File: src/rtl/seg7_pkg.sv
// Shared constants for the seven-segment scan driver: active-low hex table,
// the all-off pattern, the dp bit position and a width helper.
package seg7_pkg;

  localparam int unsigned DP_BIT      = 7;
  localparam logic [7:0]  SEG_ALL_OFF = 8'hFF;

  // Active-low patterns for 0..F, dp off; bit6..0 = g..a
  localparam logic [7:0] HEX_SEG [16] = '{
    8'hC0, 8'hF9, 8'hA4, 8'hB0, 8'h99, 8'h92, 8'h82, 8'hF8,
    8'h80, 8'h90, 8'h88, 8'h83, 8'hC6, 8'hA1, 8'h86, 8'h8E
  };

  // Bits needed to hold 0..v-1; never less than 1 so single-digit builds still get a register.
  function automatic int unsigned clog2(input int unsigned v);
    int unsigned r;
    r = 1;
    while ((32'd1 << r) < v) r++;
    return r;
  endfunction

endpackage

File: src/rtl/seg7_hex_decode.sv
// Combinational hex nibble + dp to active-low seven-segment pattern.
module seg7_hex_decode
  import seg7_pkg::*;
(
  input  logic [3:0] nibble,
  input  logic       dp,
  output logic [7:0] pattern
);

  always_comb begin
    pattern         = HEX_SEG[nibble];
    pattern[DP_BIT] = ~dp;
  end

endmodule

File: src/rtl/seg7_scan_driver.sv
// Time-multiplexed N-digit seven-segment driver with prescaled scan, dead time,
// leading-zero suppression and a frame-synchronous double-buffered load.
module seg7_scan_driver
  import seg7_pkg::*;
#(
  parameter int unsigned NUM_DIGITS     = 4,
  parameter int unsigned SCAN_DIV       = 50000,
  parameter int unsigned DEAD_CYCLES    = 16,
  parameter bit          AN_ACTIVE_LOW  = 1,
  parameter bit          SEG_ACTIVE_LOW = 1
) (
  input  logic                    clk,
  input  logic                    rst,
  input  logic                    load,
  input  logic [4*NUM_DIGITS-1:0] value,
  input  logic [NUM_DIGITS-1:0]   dp_in,
  input  logic [NUM_DIGITS-1:0]   blank_in,
  input  logic                    lzs_en,
  output logic [7:0]              seg,
  output logic [NUM_DIGITS-1:0]   an,
  output logic                    pending,
  output logic                    frame_start
);

  localparam int unsigned CNT_W = clog2(SCAN_DIV);
  localparam int unsigned DIG_W = clog2(NUM_DIGITS);

  localparam logic [CNT_W-1:0]      CNT_LAST = CNT_W'(SCAN_DIV - 1);
  localparam logic [CNT_W-1:0]      CNT_DEAD = CNT_W'(DEAD_CYCLES);
  localparam logic [DIG_W-1:0]      DIG_LAST = DIG_W'(NUM_DIGITS - 1);
  localparam logic [NUM_DIGITS-1:0] AN_OFF   = AN_ACTIVE_LOW ? '1 : '0;
  localparam logic [7:0]            SEG_OFF  = SEG_ACTIVE_LOW ? SEG_ALL_OFF : ~SEG_ALL_OFF;

  logic [CNT_W-1:0]      cnt;
  logic [DIG_W-1:0]      dig;
  logic                  slot_end, frame_end, dead;

  logic [4*NUM_DIGITS-1:0] pend_value, sh_value;
  logic [NUM_DIGITS-1:0]   pend_dp, pend_blank, sh_dp, sh_blank;

  logic [3:0]            nib_sel;
  logic                  dp_sel, blank_sel, supp_sel;
  logic [7:0]            dec_pat, pat;
  logic [NUM_DIGITS-1:0] an_on;

  assign slot_end  = (cnt == CNT_LAST);
  assign frame_end = slot_end && (dig == DIG_LAST);
  assign dead      = (cnt < CNT_DEAD);

  always_ff @(posedge clk or posedge rst) begin
    if (rst) begin
      cnt         <= '0;
      dig         <= '0;
      frame_start <= 1'b0;
    end else begin
      frame_start <= frame_end;
      if (slot_end) begin
        cnt <= '0;
        dig <= (dig == DIG_LAST) ? '0 : dig + 1'b1;
      end else begin
        cnt <= cnt + 1'b1;
      end
    end
  end

  // Shadow takes the pending contents held before this edge, so a load coinciding
  // with the boundary lands in pending and waits a further frame.
  always_ff @(posedge clk or posedge rst) begin
    if (rst) begin
      pending    <= 1'b0;
      pend_value <= '0;
      pend_dp    <= '0;
      pend_blank <= '0;
      sh_value   <= '0;
      sh_dp      <= '0;
      sh_blank   <= '1;
    end else begin
      if (frame_end && pending) begin
        sh_value <= pend_value;
        sh_dp    <= pend_dp;
        sh_blank <= pend_blank;
      end
      if (load) begin
        pend_value <= value;
        pend_dp    <= dp_in;
        pend_blank <= blank_in;
        pending    <= 1'b1;
      end else if (frame_end) begin
        pending <= 1'b0;
      end
    end
  end

  // A digit is lzs-suppressed when it and every digit to its left hold zero.
  always_comb begin
    nib_sel   = '0;
    dp_sel    = 1'b0;
    blank_sel = 1'b0;
    supp_sel  = 1'b0;
    an_on     = '0;
    for (int unsigned k = 0; k < NUM_DIGITS; k++) begin
      if (DIG_W'(k) == dig) begin
        nib_sel   = sh_value[4*k +: 4];
        dp_sel    = sh_dp[k];
        blank_sel = sh_blank[k];
        supp_sel  = lzs_en && (k != 0);
        for (int unsigned j = k; j < NUM_DIGITS; j++) begin
          if (sh_value[4*j +: 4] != 4'h0) supp_sel = 1'b0;
        end
        an_on[k] = !dead && !sh_blank[k];
      end
    end
  end

  seg7_hex_decode u_dec (
    .nibble  (nib_sel),
    .dp      (dp_sel),
    .pattern (dec_pat)
  );

  always_comb begin
    pat = dec_pat;
    if (dead || blank_sel) begin
      pat = SEG_ALL_OFF;
    end else if (supp_sel) begin
      pat         = SEG_ALL_OFF;
      pat[DP_BIT] = ~dp_sel;
    end
  end

  always_ff @(posedge clk or posedge rst) begin
    if (rst) begin
      an  <= AN_OFF;
      seg <= SEG_OFF;
    end else begin
      an  <= AN_ACTIVE_LOW ? ~an_on : an_on;
      seg <= SEG_ACTIVE_LOW ? pat : ~pat;
    end
  end

endmodule

File: config.mk
export PLATFORM = sky130hd
export DESIGN_NAME = seg7_scan_driver
export DESIGN_NICKNAME = d
export VERILOG_FILES = /design/src/rtl/seg7_pkg.sv /design/src/rtl/seg7_hex_decode.sv /design/src/rtl/seg7_scan_driver.sv
export SDC_FILE = /design/constraint.sdc
export NUM_CORES = 1
export LEC_CHECK = 0
export CAP_MARGIN = 20
export CORE_MARGIN = 10
export CORE_UTILIZATION = 40
export DETAILED_ROUTE_END_ITERATION = 8
export GPL_ROUTABILITY_DRIVEN = 0
export MAX_ROUTING_LAYER = met4
export PLACE_DENSITY_LB_ADDON = 0.2
export SYNTH_ARGS = -nofsm -noshare
export SYNTH_HDL_FRONTEND = slang
export SYNTH_SLANG_ARGS = --single-unit
File: constraint.sdc
create_clock -name clk -period 6.8 [get_ports clk]
set_input_delay 1.02 -clock clk [delete_from_list [all_inputs] [get_ports clk]]
set_output_delay 1.02 -clock clk [all_outputs]
set_load 0.01 [all_outputs]
==> results of run 1 <==
-- layer usage --
layer | vias to the layer above | GRT usage | wire length, um
met4 | 0 | 0.04283 | 102
met3 | 8 | 0.03441 | 303
li1 | 1111 | - | -
met5 | - | - | 0
met1 | 1137 | 0.1461 | 3397
met2 | 51 | 0.1684 | 3333
-- layout make-up --
class,count,share of cell area
Sequential cell,80,0.4532
Multi-Input combinational cell,186,0.3547
Timing Repair Buffer,46,0.1066
Clock buffer,11,0.03169
Tap cell,111,0.03113
Clock inverter,5,0.01262
Inverter,12,0.01010
-- per-stage QoR --
step	setup WS, ns	cell area, sq um	cells
6_report	3.976	4462	451
5_1_grt	3.672	4462	451
4_1_cts	4.038	4419	449
3_5_place_dp	4.000	4222	433
3_3_place_gp	3.988	4222	433
2_1_floorplan	3.755	3742	291
-- report_power, final --
| part | internal (uW) | switching, uW |
|---|---|---|
| logic | 29.3 | 17.0 |
| clock network | 179 | 169 |
| registers | 490 | 7.20 |
-- cells in the final DEF, fill, tap and decap left out, types with 4 or more instances in the layout --
master / count
and3_1: 4
clkbuf_8: 10
clkdlybuf4s50_1: 41
dfrtp_1: 64
dfstp_2: 16
ha_1: 12
inv_1: 11
mux2_2: 28
mux2_4: 20
nand2_1: 16
nand3_1: 9
nand3b_1: 6
nand4_1: 5
nor2_1: 16
nor2b_1: 5
nor4_1: 5
o21ai_0: 4
o221ai_1: 4
xnor2_1: 7
xor2_1: 7
-- cell families after synthesis --
kind of cell / count (synthesis)
mux: 51
buf+inv: 25
compound gates: 29
fa+ha+maj: 12
xor+xnor: 14
flops: 80
simple gates: 80
-- worst max-delay path by stage --
stage / endpoint / slack, ns / cells past startpoint
final: seg[5]$_DFF_PP1_ / 3.98 / 9
after global routing: seg[3]$_DFF_PP1_ / 3.67 / 8
after CTS: seg[5]$_DFF_PP1_ / 4.04 / 9
after detailed placement: pend_value[10]$_DFFE_PP0P_ / 4.00 / 2
after global placement: pend_value[14]$_DFFE_PP0P_ / 3.99 / 2
after floorplan: cnt[0]$_DFF_PP0_ / 3.75 / 1
-- flip-flops by register name, indices dropped and copies added (netlist names) --
name         cells
sh_value        16
sh_dp            4
pend_value      16
seg              8
an               4
pend_dp          4
frame_start      1
sh_blank         4
cnt             16
pending          1
pend_blank       4
dig              2
-- worst max-delay path, cell delays in order, from the launching register on --
cell      delay (ns)
dfrtp_1         0.40
inv_1           0.10
ha_1            0.43
nor2b_1         0.12
a221o_1         0.33
a22oi_1         0.50
inv_1           0.22
ha_1            0.31
mux2i_1         0.17
o221ai_1        0.15
==> results.md, run 1 <==
* Footprint of the multi-input gates at 1583 sq um
* Mux cell area share after synthesis at 0.1725
* Share of cells above drive strength 1 at 0.2647
* Pwr dens at roughly 200 nW/um^2
* Hold depth at 1
* Seq cells post-synth at 80
* Top cells by count, synth: 64 x dfrtp_1, 28 x mux2_2, 20 x mux2_4
* Compound-Gate Fraction of Synth Area at 0.05817
* Final Hold Slack at 0.4892 ns
* Reg clk slew, reported paths at 0.08 ns
* H-tree Lvls at 3
* Syn nets at 331
* Final setup violation count at 0
* Post-synth EDFFs at 0
* Post-route DRC at 0
* Max-Cap Viols at 0
* Hold Path Sink: cnt[0]$_DFF_PP0_
* Diode count at 0
* Final TNS setup at 0 ns
* First-pass GRT wire length at 11900 um
* Finished Core Util at 0.4852
* Synth Area per Inst at 12.86 sq um
* Die area at between 10000 and 15000 sq um
* IO Count at 42
* Pre-antenna DRT Iters at 4
* WL final at 7136 um
* Hold Buf Count CTS at 0
* Worst reg2reg endpoint: seg[5]$_DFF_PP1_
* Crit path launch type: flop
* Slew HR at 0.4208
* Flop2flop setup slack at about 4.0 ns
* Synth Area in Adders at 0.04012
* Layout Skew at 0.006652 ns
* Starting Density at 0.4069
* Register area at 2022 sq um
* Final hold violation count at 0
* Clk sinks at 80
* Largest net degree at the start of global routing at 81
* Largest family of logic cells by synthesized area: multiplexers
* Port buffer count at 41
* Post-CTS setup buffers at 0
* WL per Instance at 15.82 um
* Post-Synthesis Cells at 291
* Vias per Instance at 5.115
* RSZ-0062 raised after global routing: false
* Layout area overhead at 19.22%
* Clock Path Buffers at 2
* Synthesized area at approximately 3700 sq um
* Worst setup path startpoint: dig[1]$_DFFE_PP0N_
* Synth Area in XOR/XNOR at 0.03276
* Power consumption at 892.3 uW
* Status: complete, no violations
* TritonCTS clock tree: built
* Yosys warns at 0
* Final worst path period share at 0.4153
* CTS buffer count at 9
* Tot GR Track Use at 0.1147
* Max-slew violation count at 0
* Post-synthesis cell type count at 45
* Asr flop ratio synth at 1.000
* Insertion delay to the later sink of the worst-skew pair at 0.34 ns
* Peak supply drop at about 0.089 mV
* Area leader, netlist: dfrtp_1
* P_leak at 0.001907 uW
* Grt total ovfl at 0
* Via count at 2307
* R2R depth at 9
* Most numerous cell in the Yosys netlist: dfrtp_1
* Worst Path Arrival at between 3 and 4 ns
* R2R Path Start: dig[1]$_DFFE_PP0N_
* Synth top area share at 0.4280
* Fin crit period at 2.824 ns
* Top cells by area, synth: dfrtp_1 43%, dfstp_2 11%, mux2_2 8.4%
* CP endpoint kind: flop
* Slew @ Worst Pin at 0.8630 ns
* Die height at 116.7 um
* Post-route antenna net violation count at 0
* Detailed placement HPWL at approximately 5100 um
* Worst min path class: reg -> reg
* Core ar. at between 9000 and 10000 sq um
* Clock root buffer master: clkbuf_8
* Seq/Total Area, Yosys at 0.5403
* Vias in the first global route at 2400
* CP Max Fanout at 13
* Critical Path RT at 7.04 ns
* Crit Path Class: reg -> reg
* Core Rows at 35
* Peak Freq at around 0.35 GHz
* Ys flop type: dfrtp_1
* Die width at 116.7 um
* Initial antenna violation count at 0
* Post-synthesis simple-gate area fraction at 0.1194
* Fill count at around 850
* Final nets at roughly 380
* Hold path startpoint: cnt[0]$_DFF_PP0_
* 1st-iter DRT viols at 130
* Post-CTS Resized at 0
Power figures use the tool's default switching activity.
==> run 2: changes to the inputs <==
==> constraint.sdc (replaced) <==
create_clock -name clk -period 2.68 [get_ports clk]
set_input_delay 0.402 -clock clk [delete_from_list [all_inputs] [get_ports clk]]
set_output_delay 0.402 -clock clk [all_outputs]
set_load 0.01 [all_outputs]
==> results.md, run 2 (synthesized netlist as in run 1, its figures left out) <==
* Status: complete, no violations
* Insertion delay to the later sink of the worst-skew pair at 0.34 ns
* Pre-antenna DRT Iters at 4
* R2R depth at 10
* Clock Path Buffers at 2
* Final worst path period share at 0.8655
* Final setup violation count at 0
* Core Rows at 35
* Final nets at 380
* WL per Instance at 15.18 um
* Post-CTS setup buffers at 0
* Final hold violation count at 0
* Diode count at 0
* RSZ-0062 raised after global routing: false
* Critical Path RT at 2.92 ns
* Clk sinks at 80
* Peak supply drop at 0.3308 mV
* Max-slew violation count at 0
* Commonest cells after routing, fill and taps aside: 64 x dfrtp_1, 41 x clkdlybuf4s50_1, 28 x mux2_2
* Final Hold Slack at slightly below 0.5 ns
* Crit path launch type: flop
* Crit Path Class: reg -> reg
* Worst Path Arrival at 2.56 ns
* Tot GR Track Use at 0.1139
* CP Max Fanout at 6
* Share of cells above drive strength 1 at 0.2754
* R2R Path Start: dig[0]$_DFFE_PP0N_
* Flop2flop setup slack at roughly 0.36 ns
* Vias in the first global route at 2331
* Post-route DRC at 0
* Detailed placement HPWL at between 5000 and 6000 um
* Worst min path class: in -> async
* Largest net degree at the start of global routing at just over 80
* Initial antenna violation count at 0
* Slew @ Worst Pin at 0.4539 ns
* Grt total ovfl at 0
* Post-route antenna net violation count at 0
* Fin crit period at between 2 and 2.5 ns
* Die height at 116.7 um
* CTS buffer count at 9
* H-tree Lvls at 3
* Clock root buffer master: clkbuf_8
* Critical path's slowest cell: dfrtp_1
* Critical path, cell by cell: inv_1, ha_1, nor2b_1, a221o_1, a22oi_1, buf_4, inv_1, ha_1, mux2i_1, o221ai_1
* TritonCTS clock tree: built
* Hold Buf Count CTS at 0
* Vias per Instance at 5.050
* Largest registers: cnt (16), pend_value (16), sh_value (16)
* Reg clk slew, reported paths at approximately 0.090 ns
* Worst reg2reg endpoint: seg[6]$_DFF_PP1_
* Critical path's top delay family: compound AO/OA/AOI/OAI gates
* CP endpoint kind: flop
* Peak Freq at 0.4311 GHz
* 1st-iter DRT viols at 132
* IO Count at 42
* Slew HR at 0.6974
* Worst Path Buf+Inv at 3
* Die area at about 14000 sq um
* Final TNS setup at 0 ns
* Commonest non-fill, non-tap cell in the layout: dfrtp_1
* Post-CTS Resized at 0
* P_leak at 0.001955 uW
* Via count at roughly 2300
* Core ar. at 9196 sq um
* Pwr dens at about 540 nW/um^2
* Layout Skew at around 0.012 ns
* Layout area overhead at 21.43%
* Crit path largest cell delay at 0.38 ns
* Die width at 116.7 um
* First-pass GRT wire length at approximately 12000 um
* Port buffer count at 41
* Finished Core Util at 0.4942
* Max-Cap Viols at 0
* WL final at 6921 um
* Starting Density at 0.4069
## run 2: through the flow
step           instance area, sq um  power [uW]  cells  setup WS (ns)
4_1_cts                        4544        2476    456         0.3843
3_3_place_gp                   4299        1401    440         0.4554
3_5_place_dp                   4299        1404    440         0.3970
5_1_grt                        4544        2555    456         0.1744
6_report                       4544        2445    456         0.3606
2_1_floorplan                  3742        1341    291         0.2527
## run 2: worst max-delay path by stage
stage	endpoint	depth (start not counted)	slack, ns	start
2_1_floorplan	cnt[0]$_DFF_PP0_	1	0.25	rst
3_3_place_gp	seg[3]$_DFF_PP1_	10	0.46	dig[0]$_DFFE_PP0N_
3_5_place_dp	seg[5]$_DFF_PP1_	10	0.40	dig[0]$_DFFE_PP0N_
4_1_cts	seg[5]$_DFF_PP1_	10	0.38	dig[0]$_DFFE_PP0N_
5_1_grt	seg[6]$_DFF_PP1_	10	0.17	dig[0]$_DFFE_PP0N_
6_report	seg[6]$_DFF_PP1_	10	0.36	dig[0]$_DFFE_PP0N_
## run 2: final cells by class
type / instances / area (sq um)
timing repair buffer: 51 / 510.5
inverter: 12 / 45.04
clock buffer: 11 / 141.4
multi-input combinational: 186 / 1583
fill: 853 / 4652
clock inverter: 5 / 103.9
sequential: 80 / 2022
tap: 111 / 138.9
## run 2: power by group
part	internal [uW]	switching (uW)
Combinational	71.3	42.5
Clock	645	423
Sequential	1240	18.9
Total	1960	485
## run 2: layer usage
metal  track usage  routed length, um
met5             -                  0
met4       0.03954                 75
met3       0.02825                215
met2        0.1657               3199
met1        0.1513               3431
## run 2: worst min-delay path: cells and delay by family
kind,cells,cell delay [ns]
buffers and inverters,3,0.83
